===== src/rtl/iopmp_pkg.sv =====
// Shared IOPMP types: access encoding, ERR_CFG view, error record layout and FSM states.
package iopmp_pkg;

  localparam int unsigned IOPMPNumChan    = 2;
  localparam int unsigned SourceWidth     = 8;
  localparam int unsigned ErrAddrWidth    = 34;
  localparam int unsigned ErrIdxWidth     = 9;
  localparam int unsigned ErrDropCntWidth = 8;

  // Width of a channel number; a single channel still needs one bit.
  function automatic int unsigned chan_width(input int unsigned num_chan);
    return (num_chan > 1) ? $clog2(num_chan) : 1;
  endfunction

  localparam int unsigned ErrChanWidth = chan_width(IOPMPNumChan);

  // Zero is reserved so a cleared record never decodes as a real access.
  typedef enum logic [1:0] {
    IOPMP_REQ_NONE  = 2'd0,
    IOPMP_REQ_READ  = 2'd1,
    IOPMP_REQ_WRITE = 2'd2,
    IOPMP_REQ_EXEC  = 2'd3
  } iopmp_req_e;

  typedef struct packed {
    logic ie;
  } err_cfg_t;

  typedef struct packed {
    logic [ErrAddrWidth-1:0] addr;
    iopmp_req_e              access;
    logic [SourceWidth-1:0]  rrid;
    logic [ErrIdxWidth-1:0]  idx;
    logic [ErrChanWidth-1:0] chan;
  } err_record_t;

  typedef enum logic {
    ERR_IDLE     = 1'b0,
    ERR_CAPTURED = 1'b1
  } err_cap_state_e;

endpackage


===== src/rtl/iopmp_err_capture_if.sv =====
// Per-channel violation bundle from the request handler into the error-capture stage.
interface iopmp_err_capture_if
  import iopmp_pkg::*;
#(
  parameter int unsigned NumChan   = IOPMPNumChan,
  parameter int unsigned AddrWidth = ErrAddrWidth,
  parameter int unsigned IdxWidth  = ErrIdxWidth,
  parameter int unsigned RridWidth = SourceWidth
) ();

  logic [NumChan-1:0]   valid;
  logic [AddrWidth-1:0] addr   [NumChan];
  iopmp_req_e           access [NumChan];
  logic [RridWidth-1:0] rrid   [NumChan];
  logic [IdxWidth-1:0]  idx    [NumChan];

  modport master (output valid, addr, access, rrid, idx);
  modport slave  (input  valid, addr, access, rrid, idx);

endinterface


===== src/rtl/iopmp_rr_arb.sv =====
// Combinational round-robin picker: first requester at or after ptr_i, wrapping, plus request popcount.
module iopmp_rr_arb #(
  parameter int unsigned NumChan = 2,
  parameter int unsigned IdxW    = (NumChan > 1) ? $clog2(NumChan) : 1,
  parameter int unsigned PopW    = $clog2(NumChan + 1)
) (
  input  logic [NumChan-1:0] req_i,
  input  logic [IdxW-1:0]    ptr_i,
  output logic [IdxW-1:0]    gnt_idx_o,
  output logic               gnt_valid_o,
  output logic [PopW-1:0]    popcnt_o
);

  int unsigned cand;

  // NOTE: every always_comb output gets a default first so no path leaves it unassigned (no latch).
  always_comb begin
    gnt_valid_o = 1'b0;
    gnt_idx_o   = '0;
    popcnt_o    = '0;
    cand        = 0;
    for (int unsigned i = 0; i < NumChan; i++) begin
      popcnt_o = popcnt_o + PopW'(req_i[i]);
    end
    for (int unsigned i = 0; i < NumChan; i++) begin
      cand = (32'(ptr_i) + i) % NumChan;
      if (!gnt_valid_o && req_i[IdxW'(cand)]) begin
        gnt_valid_o = 1'b1;
        gnt_idx_o   = IdxW'(cand);
      end
    end
  end

endmodule


===== src/rtl/iopmp_err_capture.sv =====
// Latches the first IOPMP violation into a software-visible record, counts dropped ones, drives the IRQ.
module iopmp_err_capture
  import iopmp_pkg::*;
#(
  parameter int unsigned NumChan   = IOPMPNumChan,
  parameter int unsigned AddrWidth = ErrAddrWidth,
  parameter int unsigned IdxWidth  = ErrIdxWidth,
  parameter int unsigned RridWidth = SourceWidth,
  parameter int unsigned CntWidth  = ErrDropCntWidth,
  localparam int unsigned ChanW    = chan_width(NumChan)
) (
  input  logic                 clk_i,
  input  logic                 rst_ni,
  iopmp_err_capture_if.slave   viol_i,
  input  err_cfg_t             err_cfg_i,
  input  logic                 err_clr_i,
  output logic                 err_valid_o,
  output logic [AddrWidth-1:0] err_addr_o,
  output iopmp_req_e           err_access_o,
  output logic [RridWidth-1:0] err_rrid_o,
  output logic [IdxWidth-1:0]  err_idx_o,
  output logic [ChanW-1:0]     err_chan_o,
  output logic                 err_ovf_o,
  output logic [CntWidth-1:0]  err_drop_cnt_o,
  output logic                 irq_o
);

  localparam int unsigned PopW = $clog2(NumChan + 1);
  localparam int unsigned SumW = CntWidth + 1;

  typedef struct packed {
    logic [AddrWidth-1:0] addr;
    iopmp_req_e           access;
    logic [RridWidth-1:0] rrid;
    logic [IdxWidth-1:0]  idx;
    logic [ChanW-1:0]     chan;
  } rec_t;

  err_cap_state_e      state_q, state_d;
  rec_t                rec_q, rec_d;
  logic [ChanW-1:0]    rr_ptr_q, rr_ptr_d;
  logic [CntWidth-1:0] drop_cnt_q, drop_cnt_d;
  logic                ovf_q, ovf_d;

  logic [ChanW-1:0]    gnt_idx;
  logic                gnt_valid;
  logic [PopW-1:0]     popcnt;

  logic                arb_mode;
  logic [PopW-1:0]     drop_add;
  logic [CntWidth-1:0] cnt_base;
  logic [SumW-1:0]     cnt_sum;

  iopmp_rr_arb #(
    .NumChan (NumChan),
    .IdxW    (ChanW),
    .PopW    (PopW)
  ) u_rr_arb (
    .req_i       (viol_i.valid),
    .ptr_i       (rr_ptr_q),
    .gnt_idx_o   (gnt_idx),
    .gnt_valid_o (gnt_valid),
    .popcnt_o    (popcnt)
  );

  // A clear frees the record before this cycle's violations are arbitrated, so both cases behave like IDLE.
  always_comb begin
    state_d    = state_q;
    rec_d      = rec_q;
    rr_ptr_d   = rr_ptr_q;
    arb_mode   = (state_q == ERR_IDLE) || err_clr_i;
    cnt_base   = err_clr_i ? '0 : drop_cnt_q;
    drop_add   = popcnt;
    drop_cnt_d = cnt_base;
    ovf_d      = err_clr_i ? 1'b0 : ovf_q;

    if (err_clr_i) begin
      rec_d   = '0;
      state_d = ERR_IDLE;
    end

    if (arb_mode) begin
      drop_add = gnt_valid ? (popcnt - PopW'(1)) : '0;
      if (gnt_valid) begin
        state_d       = ERR_CAPTURED;
        rec_d.addr    = viol_i.addr[gnt_idx];
        rec_d.access  = viol_i.access[gnt_idx];
        rec_d.rrid    = viol_i.rrid[gnt_idx];
        rec_d.idx     = viol_i.idx[gnt_idx];
        rec_d.chan    = gnt_idx;
        rr_ptr_d      = (gnt_idx == ChanW'(NumChan - 1)) ? '0 : gnt_idx + ChanW'(1);
      end
    end

    cnt_sum = {1'b0, cnt_base} + SumW'(drop_add);
    if (cnt_sum[CntWidth]) begin
      drop_cnt_d = '1;
    end else begin
      drop_cnt_d = cnt_sum[CntWidth-1:0];
    end
    if (drop_add != '0) begin
      ovf_d = 1'b1;
    end
  end

  // NOTE: the record registers are reset too, so software never reads stale data after reset or clear.
  always_ff @(posedge clk_i or negedge rst_ni) begin
    if (!rst_ni) begin
      state_q    <= ERR_IDLE;
      rec_q      <= '0;
      rr_ptr_q   <= '0;
      drop_cnt_q <= '0;
      ovf_q      <= 1'b0;
    end else begin
      // NOTE: sequential state uses non-blocking assignments so every register samples pre-edge values.
      state_q    <= state_d;
      rec_q      <= rec_d;
      rr_ptr_q   <= rr_ptr_d;
      drop_cnt_q <= drop_cnt_d;
      ovf_q      <= ovf_d;
    end
  end

  assign err_valid_o    = (state_q == ERR_CAPTURED);
  assign err_addr_o     = rec_q.addr;
  assign err_access_o   = rec_q.access;
  assign err_rrid_o     = rec_q.rrid;
  assign err_idx_o      = rec_q.idx;
  assign err_chan_o     = rec_q.chan;
  assign err_ovf_o      = ovf_q;
  assign err_drop_cnt_o = drop_cnt_q;
  assign irq_o          = err_valid_o & err_cfg_i.ie;

endmodule


===== src/flat_wrapper.sv =====
// flat-port wrapper written by rule: the top's interface ports become plain ports
module iopmp_err_capture_flat import iopmp_pkg::*;
#(
  parameter int unsigned NumChan   = IOPMPNumChan,
  parameter int unsigned AddrWidth = ErrAddrWidth,
  parameter int unsigned IdxWidth  = ErrIdxWidth,
  parameter int unsigned RridWidth = SourceWidth,
  parameter int unsigned CntWidth  = ErrDropCntWidth,
  localparam int unsigned ChanW    = chan_width(NumChan)
)
  (clk_i, rst_ni, err_cfg_i, err_clr_i, err_valid_o, err_addr_o, err_access_o, err_rrid_o, err_idx_o, err_chan_o, err_ovf_o, err_drop_cnt_o, irq_o, viol_i_valid, viol_i_addr, viol_i_access, viol_i_rrid, viol_i_idx);
  iopmp_err_capture_if #(.NumChan(NumChan), .AddrWidth(AddrWidth), .IdxWidth(IdxWidth), .RridWidth(RridWidth)) viol_i_i ();
  input  logic clk_i;
  input  logic rst_ni;
  input  err_cfg_t err_cfg_i;
  input  logic err_clr_i;
  output logic err_valid_o;
  output logic [AddrWidth-1:0] err_addr_o;
  output iopmp_req_e err_access_o;
  output logic [RridWidth-1:0] err_rrid_o;
  output logic [IdxWidth-1:0] err_idx_o;
  output logic [ChanW-1:0] err_chan_o;
  output logic err_ovf_o;
  output logic [CntWidth-1:0] err_drop_cnt_o;
  output logic irq_o;
  input wire logic [$bits(viol_i_i.valid)-1:0] viol_i_valid;
  input wire logic [$bits(viol_i_i.addr)-1:0] viol_i_addr;
  input wire logic [$bits(viol_i_i.access)-1:0] viol_i_access;
  input wire logic [$bits(viol_i_i.rrid)-1:0] viol_i_rrid;
  input wire logic [$bits(viol_i_i.idx)-1:0] viol_i_idx;
  assign viol_i_i.valid = viol_i_valid;
  assign viol_i_i.addr = {>>{viol_i_addr}};
  assign viol_i_i.access = {>>{viol_i_access}};
  assign viol_i_i.rrid = {>>{viol_i_rrid}};
  assign viol_i_i.idx = {>>{viol_i_idx}};
  iopmp_err_capture #(.NumChan(NumChan), .AddrWidth(AddrWidth), .IdxWidth(IdxWidth), .RridWidth(RridWidth), .CntWidth(CntWidth)) u_core (.clk_i(clk_i), .rst_ni(rst_ni), .viol_i(viol_i_i), .err_cfg_i(err_cfg_i), .err_clr_i(err_clr_i), .err_valid_o(err_valid_o), .err_addr_o(err_addr_o), .err_access_o(err_access_o), .err_rrid_o(err_rrid_o), .err_idx_o(err_idx_o), .err_chan_o(err_chan_o), .err_ovf_o(err_ovf_o), .err_drop_cnt_o(err_drop_cnt_o), .irq_o(irq_o));
endmodule

===== config.mk =====
export PLATFORM = sky130hd
export DESIGN_NAME = iopmp_err_capture_flat
export DESIGN_NICKNAME = d
export VERILOG_FILES = /design/src/rtl/iopmp_pkg.sv /design/src/rtl/iopmp_err_capture_if.sv /design/src/rtl/iopmp_rr_arb.sv /design/src/rtl/iopmp_err_capture.sv /design/src/flat_wrapper.sv
export SDC_FILE = /design/constraint.sdc
export NUM_CORES = 1
export LEC_CHECK = 0
export CAP_MARGIN = 20
export CORE_ASPECT_RATIO = 1.4
export CORE_MARGIN = 2
export CORE_UTILIZATION = 42
export DETAILED_ROUTE_END_ITERATION = 10
export GPL_ROUTABILITY_DRIVEN = 0
export PLACE_DENSITY = 0.86
export SETUP_SLACK_MARGIN = 0.15
export SLEW_MARGIN = 25
export SYNTH_ARGS = -nofsm -noshare
export SYNTH_HDL_FRONTEND = slang
export SYNTH_SLANG_ARGS = --single-unit

===== constraint.sdc =====
create_clock -name clk_i -period 6.6 [get_ports clk_i]
set_clock_uncertainty 0.2 [all_clocks]
set_input_delay 1.98 -clock clk_i [delete_from_list [all_inputs] [get_ports clk_i]]
set_output_delay 1.98 -clock clk_i [all_outputs]
set_load 0.02 [all_outputs]

# Yosys cells after proc, flatten, opt, wreduce, memory -nomap -nowiden
# Index checks and enable logic that the tools add are counted.
# totals
out_inout_bits	65
ff_bits	65
inputBits	112
elab_cells	59
# op_classes
n_addsub	5
n_mux	33
n_bitwise	3
n_reduce_logical	6
order_cmp	3
# ops
cell	n
$mux 54	3
$mux 34	3
$mux 8	5
$mux 9	3
$mux 1	14
$mux 2	5
$add 8x2->9	1
$lt 1x2->1 const B	2
$reduce_bool 2->1	2
$add 1x1->1 const B	2
$add 1x1->2	1
$ge 2x2->1 const B	1
$not 1->2	1
$reduce_and 2->1	1
$sub 2x1->2 const B	1
$and 1x1->1	1
$logic_and 1x1->1	1
$logic_not 1->1	1
$logic_or 1x1->1	1
$not 1->1	1

# Longest topological paths before layout
# Gate-level depths: netlist of run 1.
# logic_depth
depth_word	12
mapped_depth	10
mapped_depth_nobuf	10

# Hierarchy
# From an unflattened synthesis of run 1, not the netlist that was laid out.
# hier_totals
cells_unflattened	305
hier_area_um2	3584.7
# modules_own_cells
mod	cells_per_inst	instances	area_each_um2	seq_area_each_um2
iopmp_err_capture	299	1	3540.9	1626.6
iopmp_rr_arb	6	1	43.8	0.0

# Worst setup path before layout of run 1
# Ideal clock, no wire load.
# synth_path
path_type	input -> output
from	in err_cfg_i
to	out irq_o
t_required_ps	4420
arrival_ps	2190
setup_slack_ps	2230
n_path_buf	0
cell_stages	1
cell_sequence	and2_1
# synth_between
elab_chain_cells	1
# synth_rtl
element	line	rtl
start: declaration	flat_wrapper.sv:15	input err_cfg_t err_cfg_i;
$and 1x1->1	iopmp_err_capture.sv:132	assign irq_o = err_valid_o & err_cfg_i.ie;
end: declaration	flat_wrapper.sv:25	output logic irq_o;
# No other way between the ends.

# Worst setup path in the final report of run 1
# Same ends and word-level chain as after synthesis.

==> qor.csv, run 1 <==
stage,metric,value,unit
run_status,status,"finished, final reports clean",
routing,wire_per_inst,15.0,um
timing,min_period,5.32,ns
worst_setup_path,critPathSlowestCell,clkdlybuf4s50_1,
routing,top_layer,met4,
min_path,min_from,u_core.err_idx_o[3],
timing,rsz0062_at_grt,false,
worst_setup_path,worstPathBufferInverterCount,2,
routing,wl_met1,3180,um
cts,cts.sink_count,65,
timing,maxSlewHeadroom,0.363,
timing,slew_violations,0,
logic_synthesis,ys_seq_area_frac,0.505,
place,io_buffers,176,
finish,final_net_count,586,
cts,htreeDepth,3,
logic_synthesis,ys_async_sr_fraction,1.00,
routing,wl,8560,um
cts,numCtsBuffers,9,
worst_setup_path,cp_max_fo,1,
timing,tightest_slew,0.956,ns
logic_synthesis,synth_edf_count,0,
worst_setup_path,cpPeakStageDelay,0.60,ns
timing,timing.final.crit_share,0.805,
worst_setup_path,cp_top_family,buffers and inverters,
routing,drc_errors,0,
cts,cts_hold_buffers,0,
timing,hold_viol_final,0,
cts,clockBufferDepth,2,
logic_synthesis,synth_top_flop_cell,dfrtp_1,
floorplanning,start_util,0.435,
grt,grt_pass1_wl,13200,um
cts,cts.clk_slew.worst_paths,0.06,ns
floorplanning,core-area,7410,sq um
worst_setup_path,cpMostUsedCell,clkdlybuf4s50_1,
logic_synthesis,yosysTopAreaCell,dfrtp_1,
logic_synthesis,yosysWarnings,0,
worst_setup_path,critPathKind,input pin to output pin,
finish,antenna_cells,0,
routing,dr_wl_met2,4590,um
worst_setup_path,timing.rr.start,u_core.err_valid_o,
worst_setup_path,cp.arrival,3.14,ns
timing,setup_viol,0,
routing,first_iter_violations,92,
cts,worstSkewPairLatency,0.33,ns
floorplanning,num_io_pins,177,
min_path,hp-class,register to register,
routing,ant_nets,0,
power_and_ir_drop,p_total,1110,uW
power_and_ir_drop,power_density,215,nW/um^2
floorplanning,rows,37,
logic_synthesis,ys_seq_elements,65,
worst_setup_path,start_kind,input pin,
min_path,hold_end,u_core.err_idx_o[3],
grt,grt_max_degree,110,
finish,drive_above_1_share,0.0486,
worst_setup_path,timing.rr.end,u_core.err_drop_cnt_o[3],
grt,grt-ovfl-total,0,
routing,vias,2909,
logic_synthesis,syn_area_per_cell,10.7,sq um
grt,grt_pass1_vias,2837,
cts,cts_tree,yes,
finish,area_growth,60.0,%
logic_synthesis,synth_area,3220,sq um
min_path,hold_depth,2,
grt,grtUsageTotal,0.201,
routing,route.met3.wl,580,um
routing,vias_per_cell,5.10,
power_and_ir_drop,ir_drop,0.123,mV
timing,fmax,188,MHz
power_and_ir_drop,leakage,0.00230,uW
worst_setup_path,required,4.42,ns
logic_synthesis,yosysTopAreaCellShare,0.505,
worst_setup_path,r2r.worst_path.cells,9,
timing,setup_tns,0,ns
logic_synthesis,synthesis.nets,420,
cts,clock-root-buffer,clkbuf_8,
timing,hold-worst-slack,0.307,ns
floorplanning,die_h,108,um
finish,fillers,619,
routing,dr.pass1.iters,4,
floorplanning,die_w,78.0,um
worst_setup_path,critPathCaptureType,output pin,
cts,cts-resized-gates,0,
logic_synthesis,netlist-cell-type-count,31,
logic_synthesis,syn_inst,302,
flow_run,drv_cap,0,
place,place_hpwl,6380,um
floorplanning,fp.dieArea,8390,sq um
cts,cts_setup_buffers,0,
logic_synthesis,synth_area_leaders,"dfrtp_1, mux2i_1, nand3_1, o21ai_0, buf_6",
grt,antenna_found_initial,0,
worst_setup_path,crit_chain,clkdlybuf4s50_1 -> and2_1 -> clkdlybuf4s50_1,
worst_setup_path,r2r_slack,4.03,ns
-- layout make-up --
class                           count  area, sq um  share of cell area
Timing Repair Buffer              179         1780               0.345
Tap cell                           97          121              0.0235
Multi-Input combinational cell    207         1430               0.277
Inverter                            6         22.5             0.00437
Clock inverter                      3         15.0             0.00291
Sequential cell                    65         1630               0.316
Clock buffer                       13          159              0.0308
-- worst reg2reg max path: cells and delay by family, from the launching register on --
kind,cells,cell delay [ns]
AOI/OAI and AO/OA,1,0.14
adders and majority gates,2,0.56
DFF,1,0.43
and+or+nand+nor,4,0.85
muxes,1,0.24
buffers and inverters,1,0.06
-- cell families after synthesis --
| family | synth area share |
|---|---|
| and+or+nand+nor | 0.131 |
| DFF | 0.505 |
| AOI/OAI and AO/OA | 0.0975 |
| muxes | 0.176 |
| buffers and inverters | 0.0567 |
| adders and majority gates | 0.0256 |
| xor gates and xnor gates | 0.00816 |
-- sequential cells by signal, indices dropped and copies added (netlist names) --
register	count
u_core.err_chan_o	1
u_core.rr_ptr_q	1
u_core.err_rrid_o	8
u_core.err_ovf_o	1
u_core.err_access_o	2
u_core.err_idx_o	9
u_core.err_drop_cnt_o	8
u_core.err_addr_o	34
u_core.err_valid_o	1
-- metal layers --
| metal | vias to the layer above | track usage |
|---|---|---|
| li1 | 1410 | - |
| met3 | 18 | 0.0663 |
| met5 | - | 0 |
| met4 | 0 | 0.0915 |
| met2 | 116 | 0.351 |
| met1 | 1365 | 0.220 |
-- how the worst max path moves through the flow --
stage               startpoint  endpoint  slack [ns]  depth (start not counted)
floorplan            err_cfg_i     irq_o        2.23                          1
global placement     err_cfg_i     irq_o        1.29                          3
detailed placement   err_cfg_i     irq_o        1.28                          3
CTS                  err_cfg_i     irq_o        1.27                          3
global route         err_cfg_i     irq_o        1.25                          3
finish               err_cfg_i     irq_o        1.28                          3
-- power breakdown --
| part | internal (uW) | switching (uW) | total [uW] |
|---|---|---|---|
| clock | 155 | 143 | 299 |
| combinational | 179 | 160 | 339 |
| sequential | 443 | 27.4 | 470 |
-- cell usage after synthesis (3+ instances only) --
| cell | count |
|---|---|
| o21ai_1 | 13 |
| clkbuf_1 | 7 |
| nand3_1 | 56 |
| o21ai_0 | 43 |
| a21oi_1 | 4 |
| buf_1 | 3 |
| buf_2 | 5 |
| ha_1 | 5 |
| buf_6 | 8 |
| nand2_1 | 8 |
| xnor2_1 | 3 |
| dfrtp_1 | 65 |
| nand2b_1 | 3 |
| inv_1 | 6 |
| mux2i_1 | 54 |
-- placed cells by master (no fill, tap or decap), drive strengths merged --
master         synthesis  layout
and4b                  1       1
nand3                 56      56
and3                   1       1
xnor2                  3       3
nand2                  8       8
a31oi                  1       1
a211oi                 1       1
nor3                   2       2
a21oi                  4       4
ha                     5       5
nor2                   1       1
nand4                  1       1
clkdlybuf4s50          0     175
mux2i                 54      54
clkinv                 0       4
fa                     1       1
mux2                   2       2
nor2b                  2       2
dfrtp                 65      65
and2b                  2       2
clkbuf                 7      13
buf                   17       4
nand2b                 4       4
and3b                  1       1
o21ai                 56      56
inv                    6       5
and2                   1       1
-- metrics by stage --
stage | util | worst slack, ns | std cells | area [sq um]
finish | 0.696 | 1.28 | 570 | 5150
global route | 0.696 | 1.25 | 570 | 5150
CTS | 0.696 | 1.27 | 570 | 5150
detailed placement | 0.672 | 1.28 | 554 | 4980
global placement | 0.672 | 1.29 | 554 | 4980
floorplan | - | 2.23 | 302 | 3220
Power figures use the tool's default switching activity.
==> run 2, diff against run 1 <==
--- a/config.mk
+++ b/config.mk
@@ -8,10 +8,10 @@
 export CAP_MARGIN = 20
 export CORE_ASPECT_RATIO = 1.4
 export CORE_MARGIN = 2
-export CORE_UTILIZATION = 42
+export CORE_UTILIZATION = 39
 export DETAILED_ROUTE_END_ITERATION = 10
 export GPL_ROUTABILITY_DRIVEN = 0
-export PLACE_DENSITY = 0.86
+export PLACE_DENSITY = 0.81
 export SETUP_SLACK_MARGIN = 0.15
 export SLEW_MARGIN = 25
 export SYNTH_ARGS = -nofsm -noshare
==> constraint.sdc (replaced) <==
create_clock -name clk_i -period 5.2 [get_ports clk_i]
set_clock_uncertainty 0.2 [all_clocks]
set_input_delay 1.56 -clock clk_i [delete_from_list [all_inputs] [get_ports clk_i]]
set_output_delay 1.56 -clock clk_i [all_outputs]
set_load 0.02 [all_outputs]
==> run 2 against run 1 <==
Cell count up 1.1%; worst hold slack about the same; largest power group unchanged; register-to-register slack worse by 1.3 ns; die area up 7.3%; non-clock buffer count up 1.
==> qor.csv, run 2 (synthesized netlist as in run 1, its figures left out) <==
stage,metric,value,unit,change
run_status,status,"finished, final reports clean",,
grt,antenna_found_initial,0,,unchanged
timing,fmax,222,MHz,
worst_setup_path,cp-startpoint,err_cfg_i,,
flow_run,drv_cap,0,,unchanged
worst_setup_path,worstPathBufferInverterCount,2,,unchanged
routing,drc_errors,0,,unchanged
timing,slew_violations,0,,unchanged
cts,cts_tree,yes,,
routing,first_iter_violations,93,,+1.1%
routing,wire_per_inst,14.7,um,-2.2%
cts,cts_setup_buffers,0,,unchanged
worst_setup_path,r2r.worst_path.cells,9,,unchanged
timing,setup_tns,0,ns,unchanged
cts,cts.clk_slew.worst_paths,0.05,ns,about the same
floorplanning,core-area,8100,sq um,+9.4%
worst_setup_path,critPathKind,input pin to output pin,,
floorplanning,rows,39,,+5.4%
floorplanning,die_h,112,um,+3.6%
floorplanning,start_util,0.398,,-0.0372
grt,grt_pass1_vias,2909,,+2.5%
cts,htreeDepth,3,,unchanged
timing,maxSlewHeadroom,0.356,,-0.00636
cts,clock-root-buffer,clkbuf_16,,
worst_setup_path,critPathCaptureType,output pin,,
power_and_ir_drop,power_density,304,nW/um^2,+41%
worst_setup_path,crit_chain,clkdlybuf4s50_1 -> and2_1 -> clkdlybuf4s50_1,,
timing,rsz0062_at_grt,false,,
finish,antenna_cells,0,,unchanged
min_path,hp-class,register to register,,
timing,min_period,4.50,ns,
finish,layout_commonest_cell,clkdlybuf4s50_1,,
finish,drive_above_1_share,0.0485,,-0.000103
routing,wl,8460,um,-1.2%
worst_setup_path,crit_cells,3,,unchanged
finish,largest_reg_flops,34,,unchanged
cts,cts_hold_buffers,0,,unchanged
worst_setup_path,cpMostUsedCell,clkdlybuf4s50_1,,
worst_setup_path,cpPeakStageDelay,0.60,ns,about the same
timing,setup_viol,0,,unchanged
cts,numCtsBuffers,9,,unchanged
finish,final_net_count,587,,+0.17%
timing,tightest_slew,0.965,ns,+0.00954 ns
routing,dr.pass1.iters,4,,unchanged
worst_setup_path,cp.arrival,2.74,ns,-0.40 ns
routing,vias_per_cell,5.01,,-1.8%
floorplanning,die_w,80.8,um,+3.6%
routing,ant_nets,0,,unchanged
timing,timing.final.crit_share,0.866,,
cts,cts-resized-gates,0,,unchanged
cts,clockBufferDepth,2,,unchanged
grt,grtUsageTotal,0.196,,-0.00529
grt,grt_max_degree,110,,unchanged
power_and_ir_drop,ir_drop,0.173,mV,+40%
worst_setup_path,endpoint,irq_o,,
floorplanning,fp.dieArea,9010,sq um,+7.3%
worst_setup_path,timing.rr.end,u_core.err_drop_cnt_o[3],,
grt,grt_pass1_wl,13700,um,+3.9%
cts,worstSkewPairLatency,0.32,ns,about the same
finish,fin_util,0.652,,-0.0435
timing,hold_viol_final,0,,unchanged
place,placed_cell_area,4990,sq um,+0.28%
worst_setup_path,timing.rr.start,u_core.err_valid_o,,
worst_setup_path,required,3.44,ns,-0.98 ns
routing,vias,2888,,-0.72%
finish,layout_common_cells,"clkdlybuf4s50_1, dfrtp_1, nand3_1",,
worst_setup_path,cp_top_family,buffers and inverters,,
cts,cts.sink_count,65,,unchanged
power_and_ir_drop,p_total,1610,uW,+45%
finish,design_area,5280,sq um,+2.5%
grt,grt-ovfl-total,0,,unchanged
worst_setup_path,critPathSlowestCell,clkdlybuf4s50_1,,
place,place_hpwl,6340,um,-0.56%
worst_setup_path,r2r_slack,2.73,ns,-1.30 ns
place,io_buffers,176,,unchanged
floorplanning,num_io_pins,177,,unchanged
worst_setup_path,start_kind,input pin,,
power_and_ir_drop,leakage,0.00235,uW,+2.4%
worst_setup_path,cp_max_fo,1,,unchanged
finish,area_growth,64.1,%,
-- run 2: changes by cell type in the layout (fill, tap and decap cells not counted), sizes merged --
cell    previous run  this run
clkinv             4         3
buf                4         5
bufinv             0         1
-- run 2: area by class of cell --
type	instances	area [sq um]
Clock buffer	13	250
Clock inverter	3	40.0
Fill cell	680	2820
Inverter	6	22.5
Multi-Input combinational cell	207	1430
Sequential cell	65	1630
Tap cell	102	128
Timing Repair Buffer	180	1790
-- run 2: tightest hold or removal path, stage by stage, from the launching register on --
cell and delay (ns):
dfrtp_1 0.34, nand3_1 0.07, o21ai_0 0.06
-- run 2: routing by layer --
layer  vias to the layer above  GRT usage  wire length [um]
li1                       1409          -                 -
met1                      1346      0.218              3130
met2                       119      0.344              4490
met3                        14     0.0656               678
met4                         0     0.0644               164
met5                         -          0                 0
-- run 2: worst min path at each step --
stage	cells after the start	from	slack, ns	to
CTS	2	u_core.err_addr_o[9]	0.31	u_core.err_addr_o[9]
detailed placement	2	u_core.err_addr_o[9]	0.30	u_core.err_addr_o[9]
global placement	2	u_core.err_ovf_o	0.29	u_core.err_ovf_o
floorplan	1	u_core.rr_ptr_q	0.28	u_core.rr_ptr_q
global route	2	u_core.err_addr_o[27]	0.34	u_core.err_addr_o[27]
finish	2	u_core.err_addr_o[9]	0.31	u_core.err_addr_o[9]
-- run 2: power by group --
| group | switching (uW) | total (uW) | leakage, uW | internal (uW) |
|---|---|---|---|---|
| combinational | 203 | 432 | 0.00138 | 229 |
| clock | 194 | 577 | 0.000144 | 382 |
| sequential | 33.1 | 597 | 0.000827 | 564 |
-- run 2: metrics by stage --
step                      setup WS (ns)  hold slack (ns)  instances
after detailed placement          0.687            0.299        560
after floorplan                    1.67            0.284        302
after global routing              0.634            0.339        576
after CTS                         0.686            0.311        576
final                             0.698            0.307        576
after global placement            0.726            0.290        560
==> run 3, diff against run 2 <==
--- a/config.mk
+++ b/config.mk
@@ -6,8 +6,7 @@
 export NUM_CORES = 1
 export LEC_CHECK = 0
 export CAP_MARGIN = 20
-export CORE_ASPECT_RATIO = 1.4
-export CORE_MARGIN = 2
+export CORE_MARGIN = 10
 export CORE_UTILIZATION = 39
 export DETAILED_ROUTE_END_ITERATION = 10
 export GPL_ROUTABILITY_DRIVEN = 0
==> run 3 against run 2 <==
Cell count rose by 0.35%; critical path type unchanged; design area fell by 1.8%; global-route usage fell by 3.7 points; first-iteration DRC count fell by 19%.
==> qor.csv, run 3 (synthesized netlist as in run 1, its figures left out) <==
stage,metric,value,unit,change
run_status,status,"finished, final reports clean",,
timing,slew_violations,0,,unchanged
place,place_hpwl,7910,um,+25%
cts,worstSkewPairLatency,0.32,ns,about the same
place,dp_slack,0.718,ns,+0.0311 ns
finish,drive_above_1_share,0.0507,,+0.00222
finish,fillers,692,,+1.8%
flow_run,drv_cap,0,,unchanged
power_and_ir_drop,p_total,1440,uW,-10%
worst_setup_path,critPathSlowestCell,clkdlybuf4s50_1,,
grt,antenna_found_initial,0,,unchanged
floorplanning,die_h,111,um,-0.58%
power_and_ir_drop,seq_power_share,0.413,,+0.041
min_path,hold_depth,2,,unchanged
worst_setup_path,cpPeakStageDelay,0.60,ns,about the same
cts,htreeDepth,3,,unchanged
grt,grt-ovfl-total,0,,unchanged
cts,cts.sink_count,65,,unchanged
floorplanning,start_util,0.396,,-0.00165
power_and_ir_drop,p_sw_frac,0.293,,+0.0242
finish,layout_common_cells,"clkdlybuf4s50_1, dfrtp_1, nand3_1",,
routing,wire_per_inst,17.4,um,+18%
timing,min_period,4.47,ns,-0.0298 ns
cts,cts_tree,yes,,
power_and_ir_drop,power_density,278,nW/um^2,-8.6%
timing,fmax,224,MHz,+0.67%
routing,first_iter_violations,75,,-19%
grt,grtUsageTotal,0.159,,-0.0369
cts,clock-root-buffer,clkbuf_8,,
power_and_ir_drop,pwr-share-clk,0.285,,-0.074
cts,clockBufferDepth,2,,unchanged
routing,route.met3.wl,899,um,+33%
timing,maxSlewHeadroom,0.365,,+0.00808
routing,vias_per_cell,4.96,,-1.0%
routing,top_layer,met4,,
timing,layout_setup_ws,0.728,ns,+0.0298 ns
routing,dr.pass1.iters,4,,unchanged
timing,hold-worst-slack,0.303,ns,-0.00327 ns
cts,numCtsBuffers,9,,unchanged
cts,cts_hold_buffers,0,,unchanged
routing,wl_met1,4000,um,+28%
power_and_ir_drop,switchingPower,422,uW,-2.1%
power_and_ir_drop,power.internal,1020,uW,-13%
grt,grt_pass1_vias,3066,,+5.4%
floorplanning,core-area,8130,sq um,+0.42%
routing,wl,10000,um,+19%
floorplanning,rows,33,,-15%
timing,hold_viol_final,0,,unchanged
worst_setup_path,critPathKind,input pin to output pin,,
worst_setup_path,r2r.worst_path.cells,9,,unchanged
timing,setup_tns,0,ns,unchanged
grt,grt_max_degree,110,,unchanged
timing,tightest_slew,0.953,ns,-0.0121 ns
finish,antenna_cells,0,,unchanged
routing,drc_errors,0,,unchanged
cts,cts.clk_slew.worst_paths,0.06,ns,about the same
power_and_ir_drop,ir_drop,0.134,mV,-22%
timing,rsz0062_at_grt,false,,
min_path,hp-class,register to register,,
worst_setup_path,cpMostUsedCell,clkdlybuf4s50_1,,
power_and_ir_drop,combPwrFrac,0.302,,+0.033
floorplanning,num_io_pins,177,,unchanged
floorplanning,die_w,111,um,+37%
routing,vias,2868,,-0.69%
floorplanning,fp.dieArea,12300,sq um,+36%
finish,largest_reg_flops,34,,unchanged
worst_setup_path,cp.arrival,2.71,ns,-0.03 ns
grt,grt_pass1_wl,16100,um,+18%
worst_setup_path,required,3.44,ns,about the same
finish,area_growth,61.1,%,
place,io_buffers,176,,unchanged
timing,setup_viol,0,,unchanged
routing,ant_nets,0,,unchanged
worst_setup_path,start_kind,input pin,,
finish,final_net_count,588,,+0.17%
worst_setup_path,cp_max_fo,1,,unchanged
worst_setup_path,critPathCaptureType,output pin,,
cts,cts-resized-gates,0,,unchanged
finish,layout_commonest_cell,clkdlybuf4s50_1,,
routing,dr_wl_met2,5040,um,+12%
cts,cts_setup_buffers,0,,unchanged
power_and_ir_drop,leakage,0.00231,uW,-2.0%
timing,timing.final.crit_share,0.860,,-0.00574
worst_setup_path,crit_chain,clkdlybuf4s50_1 -> and2_1 -> clkdlybuf4s50_1,,
run 3: cell count changes in the layout (fill, tap and decap cells not counted):
cell	previous run	this run
clkbuf_16	9	0
buf_4	4	5
clkbuf_8	1	10
clkinv_2	2	1
clkinvlp_4	0	1
clkbuf_1	3	1
run 3: final timing paths:
path	slack [ns]	endpoint	start
max	0.73	irq_o	err_cfg_i
min	0.30	u_core.err_addr_o[31]	u_core.err_addr_o[31]
max reg2reg	2.65	u_core.err_drop_cnt_o[3]	u_core.err_valid_o
min reg2reg	0.30	u_core.err_addr_o[31]	u_core.err_addr_o[31]
max in group asynchronous	2.79	u_core.err_addr_o[12]	rst_ni
min in group asynchronous	1.08	u_core.err_addr_o[0]	rst_ni
run 3: metal layers:
metal / track usage / up-vias
li1: - / 1412
met1: 0.172 / 1336
met2: 0.274 / 110
met3: 0.0687 / 10
met4: 0.0486 / 0
met5: 0 / -
run 3: power by group through the flow:
| stage | Combinational, uW | Sequential (uW) | Clock [uW] |
|---|---|---|---|
| detailed placement | 443 | 605 | 0 |
| global placement | 433 | 602 | 0 |
| global route | 469 | 603 | 445 |
| CTS | 443 | 596 | 421 |
| finish | 435 | 596 | 410 |
| floorplan | 135 | 671 | 0 |
run 3: final cells by class:
class | instances | area (sq um) | share of cell area
clock buffers | 11 | 141 | 0.0272
flip-flops and latches | 65 | 1630 | 0.313
well taps | 105 | 131 | 0.0253
inverters | 6 | 22.5 | 0.00434
repair buffers | 181 | 1790 | 0.346
multi-input cells | 207 | 1430 | 0.276
clock inverters | 3 | 42.5 | 0.00820
run 3: through the flow:
stage / instance area, sq um / std cells / util
after global placement: 5000 / 564 / 0.615
after CTS: 5190 / 578 / 0.638
final: 5190 / 578 / 0.638
after global routing: 5190 / 578 / 0.638
after detailed placement: 5000 / 564 / 0.615
after floorplan: 3220 / 302 / -
run 3: worst max-delay path, delay by kind of cell:
kind,cells,cell delay (ns)
buffers and inverters,2,1.04
AND/OR/NAND/NOR,1,0.11
